===== config.mk =====
export PLATFORM = sky130hd
export DESIGN_NAME = cnt_disp_scan_flat
export DESIGN_NICKNAME = d
export VERILOG_FILES = /design/src/rtl/cnt_disp_scan_if.sv /design/src/rtl/cnt_disp_scan.sv /design/src/flat_wrapper.sv
export SDC_FILE = /design/constraint.sdc
export NUM_CORES = 1
export LEC_CHECK = 0
export CAP_MARGIN = 15
export CORE_MARGIN = 2
export CORE_UTILIZATION = 26
export DETAILED_ROUTE_END_ITERATION = 8
export SETUP_SLACK_MARGIN = 0.05
export SLEW_MARGIN = 20
export SYNTH_ARGS = -nofsm -noshare
export SYNTH_HDL_FRONTEND = slang
export SYNTH_SLANG_ARGS = --single-unit

===== constraint.sdc =====
create_clock -name Clk -period 4.6 [get_ports Clk]
set_input_delay 0.69 -clock Clk [delete_from_list [all_inputs] [get_ports Clk]]
set_output_delay 0.69 -clock Clk [all_outputs]
set_load 0.02 [all_outputs]

===== src/rtl/cnt_disp_scan_if.sv =====
// Bundle of counter-side inputs and display-side outputs for cnt_disp_scan.
// The master drives the counter nibbles, carry and load; the slave (display back-end) drives the rest.
interface cnt_disp_scan_if;
    logic [3:0]  QH;
    logic [3:0]  QL;
    logic        C;
    logic        Load;
    logic        Busy;
    logic [11:0] Bcd;
    logic        Ovf;
    logic [6:0]  Seg;
    logic        Dp;
    logic [2:0]  Com;

    modport master (
        output QH, QL, C, Load,
        input  Busy, Bcd, Ovf, Seg, Dp, Com
    );

    modport slave (
        input  QH, QL, C, Load,
        output Busy, Bcd, Ovf, Seg, Dp, Com
    );
endinterface


===== src/rtl/cnt_disp_scan.sv =====
// Display back-end for the 8-bit counter: binary-to-BCD conversion by shift-and-add-3,
// then a multiplexed 3-digit seven-segment scan with leading-zero blanking and a sticky overflow point.
module cnt_disp_scan #(
    parameter int SCAN_DIV       = 1000,
    parameter bit SEG_ACTIVE_LOW = 1'b1,
    parameter bit COM_ACTIVE_LOW = 1'b1
) (
    input  logic            Clk,
    input  logic            MR,
    cnt_disp_scan_if.slave  bus
);

    localparam int       PW      = (SCAN_DIV > 2) ? $clog2(SCAN_DIV) : 1;
    localparam bit [6:0] SEG_RST = SEG_ACTIVE_LOW ? 7'b1000000 : 7'b0111111;
    localparam bit [2:0] COM_RST = COM_ACTIVE_LOW ? 3'b110 : 3'b001;
    localparam bit       DP_RST  = SEG_ACTIVE_LOW ? 1'b1 : 1'b0;

    typedef enum logic [1:0] {IDLE, SHIFT, XFER} state_t;

    state_t        state_q, state_d;
    logic [7:0]    shift_q, shift_d;
    logic [11:0]   scratch_q, scratch_d;
    logic [2:0]    iter_q, iter_d;
    logic [11:0]   bcd_q, bcd_d;
    logic          ovf_q, ovf_d;
    logic [PW-1:0] presc_q, presc_d;
    logic [1:0]    digit_q, digit_d;
    logic [6:0]    seg_q, seg_d;
    logic          dp_q, dp_d;
    logic [2:0]    com_q, com_d;

    logic          busy;
    logic [11:0]   scratch_adj;
    logic          presc_wrap;
    logic [3:0]    nibble;
    logic          blank;
    logic [6:0]    seg_lit;
    logic          dp_on;
    logic [2:0]    com_on;

    function automatic logic [3:0] add3(input logic [3:0] n);
        return (n >= 4'd5) ? n + 4'd3 : n;
    endfunction

    always_ff @(posedge Clk or posedge MR) begin
        if (MR) state_q <= IDLE;
        else    state_q <= state_d;
    end

    always_comb begin
        state_d = state_q;
        case (state_q)
            IDLE:    if (bus.Load) state_d = SHIFT;
            SHIFT:   if (iter_q == 3'd7) state_d = XFER;
            XFER:    state_d = IDLE;
            default: state_d = IDLE;
        endcase
    end

    always_comb begin
        busy = (state_q != IDLE);
    end

    // Each nibble is corrected before the shift so it carries correctly into the next decade.
    assign scratch_adj = {add3(scratch_q[11:8]), add3(scratch_q[7:4]), add3(scratch_q[3:0])};

    always_comb begin
        shift_d   = shift_q;
        scratch_d = scratch_q;
        iter_d    = iter_q;
        bcd_d     = bcd_q;
        case (state_q)
            IDLE: begin
                if (bus.Load) begin
                    shift_d   = {bus.QH, bus.QL};
                    scratch_d = 12'h000;
                    iter_d    = 3'd0;
                end
            end
            SHIFT: begin
                {scratch_d, shift_d} = {scratch_adj, shift_q} << 1;
                iter_d               = iter_q + 3'd1;
            end
            XFER:    bcd_d = scratch_q;
            default: ;
        endcase
        ovf_d = ovf_q | bus.C;
    end

    assign presc_wrap = (presc_q == PW'(SCAN_DIV - 1));

    always_comb begin
        presc_d = presc_wrap ? '0 : presc_q + PW'(1);
        digit_d = digit_q;
        if (presc_wrap) digit_d = (digit_q == 2'd2) ? 2'd0 : digit_q + 2'd1;
    end

    // Display drive looks ahead to the digit being selected so Com and Seg change together.
    always_comb begin
        nibble = bcd_q[3:0];
        blank  = 1'b0;
        case (digit_d)
            2'd1: begin
                nibble = bcd_q[7:4];
                blank  = (bcd_q[11:4] == 8'h00);
            end
            2'd2: begin
                nibble = bcd_q[11:8];
                blank  = (bcd_q[11:8] == 4'h0);
            end
            default: ;
        endcase

        case (nibble)
            4'd0:    seg_lit = 7'b0111111;
            4'd1:    seg_lit = 7'b0000110;
            4'd2:    seg_lit = 7'b1011011;
            4'd3:    seg_lit = 7'b1001111;
            4'd4:    seg_lit = 7'b1100110;
            4'd5:    seg_lit = 7'b1101101;
            4'd6:    seg_lit = 7'b1111101;
            4'd7:    seg_lit = 7'b0000111;
            4'd8:    seg_lit = 7'b1111111;
            4'd9:    seg_lit = 7'b1101111;
            default: seg_lit = 7'b0000000;
        endcase
        if (blank) seg_lit = 7'b0000000;

        dp_on  = (digit_d == 2'd2) && ovf_q;
        com_on = 3'b001 << digit_d;

        seg_d = SEG_ACTIVE_LOW ? ~seg_lit : seg_lit;
        dp_d  = SEG_ACTIVE_LOW ? ~dp_on : dp_on;
        com_d = COM_ACTIVE_LOW ? ~com_on : com_on;
    end

    always_ff @(posedge Clk or posedge MR) begin
        if (MR) begin
            shift_q   <= 8'h00;
            scratch_q <= 12'h000;
            iter_q    <= 3'd0;
            bcd_q     <= 12'h000;
            ovf_q     <= 1'b0;
            presc_q   <= '0;
            digit_q   <= 2'd0;
            seg_q     <= SEG_RST;
            dp_q      <= DP_RST;
            com_q     <= COM_RST;
        end else begin
            shift_q   <= shift_d;
            scratch_q <= scratch_d;
            iter_q    <= iter_d;
            bcd_q     <= bcd_d;
            ovf_q     <= ovf_d;
            presc_q   <= presc_d;
            digit_q   <= digit_d;
            seg_q     <= seg_d;
            dp_q      <= dp_d;
            com_q     <= com_d;
        end
    end

    assign bus.Busy = busy;
    assign bus.Bcd  = bcd_q;
    assign bus.Ovf  = ovf_q;
    assign bus.Seg  = seg_q;
    assign bus.Dp   = dp_q;
    assign bus.Com  = com_q;

endmodule


===== src/flat_wrapper.sv =====
// flat-port wrapper written by rule: the top's interface ports become plain ports
module cnt_disp_scan_flat 
#(
    parameter int SCAN_DIV       = 1000,
    parameter bit SEG_ACTIVE_LOW = 1'b1,
    parameter bit COM_ACTIVE_LOW = 1'b1
)
  (Clk, MR, bus_QH, bus_QL, bus_C, bus_Load, bus_Busy, bus_Bcd, bus_Ovf, bus_Seg, bus_Dp, bus_Com);
  cnt_disp_scan_if bus_i ();
  input  logic Clk;
  input  logic MR;
  input wire logic [$bits(bus_i.QH)-1:0] bus_QH;
  input wire logic [$bits(bus_i.QL)-1:0] bus_QL;
  input wire logic [$bits(bus_i.C)-1:0] bus_C;
  input wire logic [$bits(bus_i.Load)-1:0] bus_Load;
  output wire logic [$bits(bus_i.Busy)-1:0] bus_Busy;
  output wire logic [$bits(bus_i.Bcd)-1:0] bus_Bcd;
  output wire logic [$bits(bus_i.Ovf)-1:0] bus_Ovf;
  output wire logic [$bits(bus_i.Seg)-1:0] bus_Seg;
  output wire logic [$bits(bus_i.Dp)-1:0] bus_Dp;
  output wire logic [$bits(bus_i.Com)-1:0] bus_Com;
  assign bus_i.QH = bus_QH;
  assign bus_i.QL = bus_QL;
  assign bus_i.C = bus_C;
  assign bus_i.Load = bus_Load;
  assign bus_Busy = bus_i.Busy;
  assign bus_Bcd = bus_i.Bcd;
  assign bus_Ovf = bus_i.Ovf;
  assign bus_Seg = bus_i.Seg;
  assign bus_Dp = bus_i.Dp;
  assign bus_Com = bus_i.Com;
  cnt_disp_scan #(.SCAN_DIV(SCAN_DIV), .SEG_ACTIVE_LOW(SEG_ACTIVE_LOW), .COM_ACTIVE_LOW(COM_ACTIVE_LOW)) u_core (.Clk(Clk), .MR(MR), .bus(bus_i));
endmodule

# Yosys cells after proc, flatten, opt, wreduce, memory -nomap -nowiden
# Memories as Yosys holds them, arrays and structs flattened.
# Cells that the tools add are included.
[totals] mem_bits_ro=112 output_inout_bits=25 regBits=61 mem_count=1 input_bits=12
[mem_list] memory="(name not given)" depth=16 word_bits=7 read_ports=1 rd_ports_with_merged_regs=0 wr=0 line_no="cnt_disp_scan.sv:114" rtl="case (nibble)"
[classes] mux=18 n_lt_le_gt_ge=3 n_shift=1 n_reduce_logical=8 bitwise_logic=4 add_sub_neg=6 eq_ne=9
[ops] operator="$pmux W12 S2" count=1
[ops] operator="$pmux W8 S2" count=1
[ops] operator="$ge A4 B3 Y1 const B" count=3
[ops] operator="$mux W12" count=1
[ops] operator="$add A10 B1 Y10 const B" count=1
[ops] operator="$eq A10 B10 Y1 const B" count=1
[ops] operator="$mux W10" count=1
[ops] operator="$add A4 B2 Y4 const B" count=2
[ops] operator="$logic_not A8 Y1" count=1
[ops] operator="$mux W2" count=4
[ops] operator="$mux W4" count=2
[ops] operator="$mux W8" count=1
[ops] operator="$pmux W4 S2" count=1
[ops] operator="$mux W7" count=1
[ops] operator="$not A7 Y7" count=1
[ops] operator="$eq A2 B2 Y1 const B" count=3
[ops] operator="$mux W3" count=2
[ops] operator="$pmux W3 S2" count=1
[ops] operator="$eq A2 B1 Y1 const B" count=2
[ops] operator="$logic_not A4 Y1" count=1
[ops] operator="$pmux W2 S2" count=1
[ops] operator="$reduce_and A2 Y1" count=2
[ops] operator="$reduce_bool A2 Y1" count=2
[ops] operator="$add A3 B1 Y3 const B" count=1
[ops] operator="other kinds (12)" count=12

# Logic depth before layout (Yosys ltp)
# An unclocked memory read counts as a cell.
[logic_depth] word_depth=8 mapped_depth=14 depth_no_buf=13

# Worst setup path after synthesis
# OpenSTA, ideal clock, no wires.
[synth_path] path_kind="flip-flop to flip-flop" from="register u_core.presc_q[0]" to="register u_core.seg_q[3], in the netlist u_core.bus.Seg[3]" path_slack_ns=1.797 path_stages_with_launch=14 required_time_ns=4.459 setup_ns=0.141 synth_period_minus_slack_ns=2.803 arrival_time_ns=2.662 cell_sequence="dfrtp_1 > ha_1 > nand2_1 > nor4_2 > nand2_1 > mux2_2 > ha_1 > buf_4 > nor2_1 > a21oi_1 > inv_1 > ha_1 > mux2i_1 > o211ai_1"
[synth_via] elab_chain_len=7 word_cells_on_any_way=9
[synth_lines] item="from (decl)" line_no="cnt_disp_scan.sv:26" rtl="logic [PW-1:0] presc_q, presc_d;"
[synth_lines] item="from (signal assigned)" line_no="cnt_disp_scan.sv:155" rtl="presc_q <= presc_d;"
[synth_lines] item="$eq A10 B10 Y1 *" line_no="cnt_disp_scan.sv:90" rtl="assign presc_wrap = (presc_q == PW'(SCAN_DIV - 1));"
[synth_lines] item="$mux W2 *" line_no="cnt_disp_scan.sv:95" rtl="if (presc_wrap) digit_d = (digit_q == 2'd2) ? 2'd0 : digit_q + 2'd1;"
[synth_lines] item="$eq A2 B2 Y1 / $eq A2 B1 Y1 (equally long branches)" line_no="cnt_disp_scan.sv:102" rtl="case (digit_d)"
[synth_lines] item="$pmux W4 S2" line_no="cnt_disp_scan.sv:102"
[synth_lines] item="$mem_v2 Z16 W7"
[synth_lines] item="$mux W7 *" line_no="cnt_disp_scan.sv:127" rtl="if (blank) seg_lit = 7'b0000000;"
[synth_lines] item="$not A7 Y7 *" line_no="cnt_disp_scan.sv:132" rtl="seg_d = SEG_ACTIVE_LOW ? ~seg_lit : seg_lit;"
[synth_lines] item="named net u_core.seg_d[3]" line_no="cnt_disp_scan.sv:28" rtl="logic [6:0] seg_q, seg_d;"
[synth_lines] item="to (signal assigned)" line_no="cnt_disp_scan.sv:157" rtl="seg_q <= seg_d;"
[synth_lines] item="to (decl)" line_no="cnt_disp_scan.sv:28"
# Mark *: on every way through the listed nets, which the timed path passes. The rest lies on a longest branch.
# A chain may end at the register's enable or synchronous reset.

# Worst setup path after layout
[layout_path] from="register u_core.presc_q[0]" to="register u_core.seg_q[4], in the netlist u_core.bus.Seg[4]"
# The elaborated chain is that of the path after synthesis.

==> results.md <==
- Clock Tree Buf Depth: 2
- Leak pwr: 1.64 nW
- Antenna cells: 0
- Total GRT Usage: a little over 10%
- Antenna-violating nets left: 0
- Cells on worst reg2reg path: 13
- Buffers on Ports: 36
- Fin nets: between 300 and 400
- Req. time, crit path: around 4800 ps
- Worst skew pair latency: between 300 and 400 ps
- Initial Util: about a quarter
- Die area: between 10000 and 15000 µm²
- CP max FO: 12
- Worst reg2reg startpoint: u_core.presc_q[0]
- Cts repair resizes: 0
- XOR/XNOR share of the synthesized area: ~3.5%
- RePlAce Congestion: around 0.75
- Post-CTS setup buffer count: 0
- Post-synthesis mux area share: between 5 and 6%
- DR iter-0 viols: between 100 and 150
- DR DRC count: 0
- Drt total wl: between 5 and 6 mm
- Largest net degree at the start of global routing: 45
- Area of the mapped netlist: ~3000 µm²
- Post-synthesis adder-cell area fraction: about 7.2%
- Syn avg cell area: ~10 µm²
- Share of cells above drive strength 1: approximately 12%
- Placed instance area: around 3500 µm²
- CP startpoint: u_core.presc_q[0]
- VDD IR max: 237 µV
- Hold Path Origin: u_core.bus.Ovf
- Final Skew: approximately 4.6 ps
- Setup_tns: 0 ps
- Hold Crit Depth: 1
- Critical path class: flop to flop
- Fin. max-slew vios: 0
- Row Count: 39
- Clock slew at reported path FFs: about 50 ps
- Total power: between 2 and 2.5 mW
- Hold buffer count at CTS: 0
- Crit. End Element: flop
- Root buffer cell: clkbuf_16
- Post-synthesis sequential area ratio: around half
- Layout fillers: 1134
- Fin. Hold Viols: 0
- Yosys cell types: 43
- FMAX: slightly above 0.3 GHz
- First-pass GRT wire length: 10.2 mm
- Initial antenna violation count: 0
- Max transition margin: approximately two fifths
- Area grow syn2layout: 28.1%
- Slew @ Worst Pin: 905 ps
- Tmin final: 3300 ps
- Startpoint Class: flop
- RSZ-0062 raised after global routing: false
- Syn Nets: between 300 and 400
- Num Clock Sinks: 61
- Pre-antenna DRT Iters: 4
- HPWL after DPL: between 4 and 5 mm
- Compound-Gate Fraction of Synth Area: 14.1%
- Post-Synth Simple-Gate Area: around 15%
- Number of global-route vias before repair: around 2200
- Largest family of logic cells by synthesized area: simple AND/OR/NAND/NOR gates
- Synthesized flop and latch total: around 60
- Post-Layout Inst Area: between 3000 and 4000 µm²
- Final setup viols: 0
- DR vias/cell: 4.54
- Fin crit share: 71.7%
- Power Density: around 600 nW/µm²
- Die Ht: around 110 µm
- Die Span X: between 100 and 150 µm
- Hold Crit Class: flop to flop
- Ports: 37
- Max-cap violations: 0
- Core area: around 11000 µm²
- Wire length per cell: between 10 and 15 µm
- Fin util: between 30% and 40%
- Grt ovf: 0
- Total CTS buffers: 9
- CTS tree: built
- Status: complete, no violations
- Post-synthesis cell count: between 200 and 300
- Vias: roughly 2100
- Yosys warnings: 0
- Crit path arrival time: around 3500 ps
- H-tree depth: 3
[cell families after synthesis]
| family | after synthesis |
|---|---|
| AND/OR/NAND/NOR | 85 |
| adder cells (fa/ha/maj) | 17 |
| flip-flops | 61 |
| buffers and inverters | 27 |
| XOR/XNOR | 12 |
| multiplexers | 14 |
| AO/OA/AOI/OAI | 70 |
[critical path, stage by stage, from the launching register on]
cell and delay, ps:
dfrtp_1 360, ha_1 210, nand2_1 120, nor4_2 430, nand2_1 130, mux2_2 300, ha_1 500, nor2_1 70
a21oi_1 290, inv_1 140, ha_1 250, a211oi_1 200, a211oi_1 80, o21ai_1 140
[path summary, 6_finish.rpt]
check                                           end  slack [ps]
worst max-delay path              u_core.bus.Seg[4]        1300
worst min-delay path                  u_core.bus.Dp         430
worst max register to register    u_core.bus.Seg[4]        1300
worst min register to register        u_core.bus.Dp         430
max in group asynchronous       u_core.scratch_q[4]        2920
min in group asynchronous         u_core.presc_q[3]         910
[power breakdown]
| part | internal (mW) | switching [mW] | leakage, nW |
|---|---|---|---|
| sequential | 0.688 | 0.132 | 0.781 |
| combinational | 0.352 | 0.384 | 0.705 |
| clock | 0.503 | 0.217 | 0.156 |
| total | 1.54 | 0.733 | 1.64 |
[flip-flops by register name, indices dropped and copies added (netlist names)]
name and cells:
u_core.bus.Dp 1, u_core.digit_q 2, u_core.shift_q 8, u_core.bus.Ovf 1
u_core.bus.Seg 7, u_core.bus.Com 3, u_core.scratch_q 12, u_core.presc_q 10
u_core.bus.Bcd 12, u_core.state_q 2, u_core.iter_q 3
[per-layer routing]
metal | part of all wire (%) | GRT usage [%] | up-vias
met5 | 0 | 0 | -
met3 | 5.5 | 3.39 | 9
li1 | - | - | 1074
met2 | 46 | 15.9 | 48
met4 | 1.4 | 3.67 | 0
met1 | 47 | 13.0 | 1017
[cell usage after synthesis]
master / count / area [µm²]
a22o_1: 5 / 43.8
o21ai_1: 6 / 30.0
o21ai_0: 23 / 115
o211ai_1: 4 / 30.0
o21ai_2: 1 / 8.76
and3_1: 1 / 6.26
mux2_2: 8 / 90.1
nand2_2: 1 / 6.26
or4_4: 1 / 11.3
a21boi_1: 1 / 7.51
nand4_2: 1 / 12.5
dfrtp_1: 57 / 1430
or3_1: 1 / 6.26
inv_1: 16 / 60.1
xnor2_1: 9 / 78.8
or2_2: 2 / 12.5
clkbuf_1: 5 / 18.8
o31ai_1: 1 / 7.51
nand3_1: 9 / 45.0
a21oi_2: 1 / 8.76
a2111oi_0: 1 / 8.76
buf_4: 2 / 15.0
a21o_1: 2 / 15.0
nor4_1: 1 / 6.26
nand2_1: 30 / 113
a31oi_1: 1 / 6.26
mux2i_1: 6 / 60.1
dfstp_2: 4 / 105
or4_1: 1 / 7.51
a211oi_1: 2 / 15.0
a22oi_1: 4 / 30.0
a21oi_1: 17 / 85.1
nand2b_1: 7 / 43.8
xor2_1: 3 / 26.3
nor2_1: 11 / 41.3
and2_1: 2 / 12.5
nor3b_1: 8 / 60.1
buf_2: 4 / 20.0
nor2b_1: 1 / 6.26
nor3_1: 7 / 35.0
o21bai_1: 1 / 7.51
ha_1: 17 / 213
nor4_2: 1 / 12.5
[cell usage in the layout, fill, tap and decap left out, types with 7 or more instances in the layout]
cell / Yosys / final
nand2b_1: 7 / 7
clkdlybuf4s50_1: 0 / 36
ha_1: 17 / 17
xnor2_1: 9 / 9
nor2_1: 11 / 11
clkbuf_16: 0 / 9
nor3_1: 7 / 7
o21ai_0: 23 / 23
nand2_1: 30 / 30
nor3b_1: 8 / 8
mux2_2: 8 / 8
nand3_1: 9 / 9
a21oi_1: 17 / 17
dfrtp_1: 57 / 57
inv_1: 16 / 15
[cell type report]
type | instances | area [µm²] | area share [%]
multi-input combinational | 198 | 1330 | 34.8
inverter | 16 | 60.1 | 1.58
sequential | 61 | 1530 | 40.2
clock inverter | 3 | 67.6 | 1.78
tap | 143 | 179 | 4.70
timing repair buffer | 39 | 383 | 10.1
clock buffer | 13 | 260 | 6.84
[through the flow]
step | setup WS (ps) | hold WS (ps) | instances
4_1_cts | 1260 | 435 | 473
6_report | 1300 | 431 | 473
3_5_place_dp | 1320 | 435 | 457
2_1_floorplan | 1800 | 431 | 286
5_1_grt | 1050 | 462 | 473
3_3_place_gp | 1480 | 412 | 457
No activity file was read; power rests on OpenSTA's default activity.
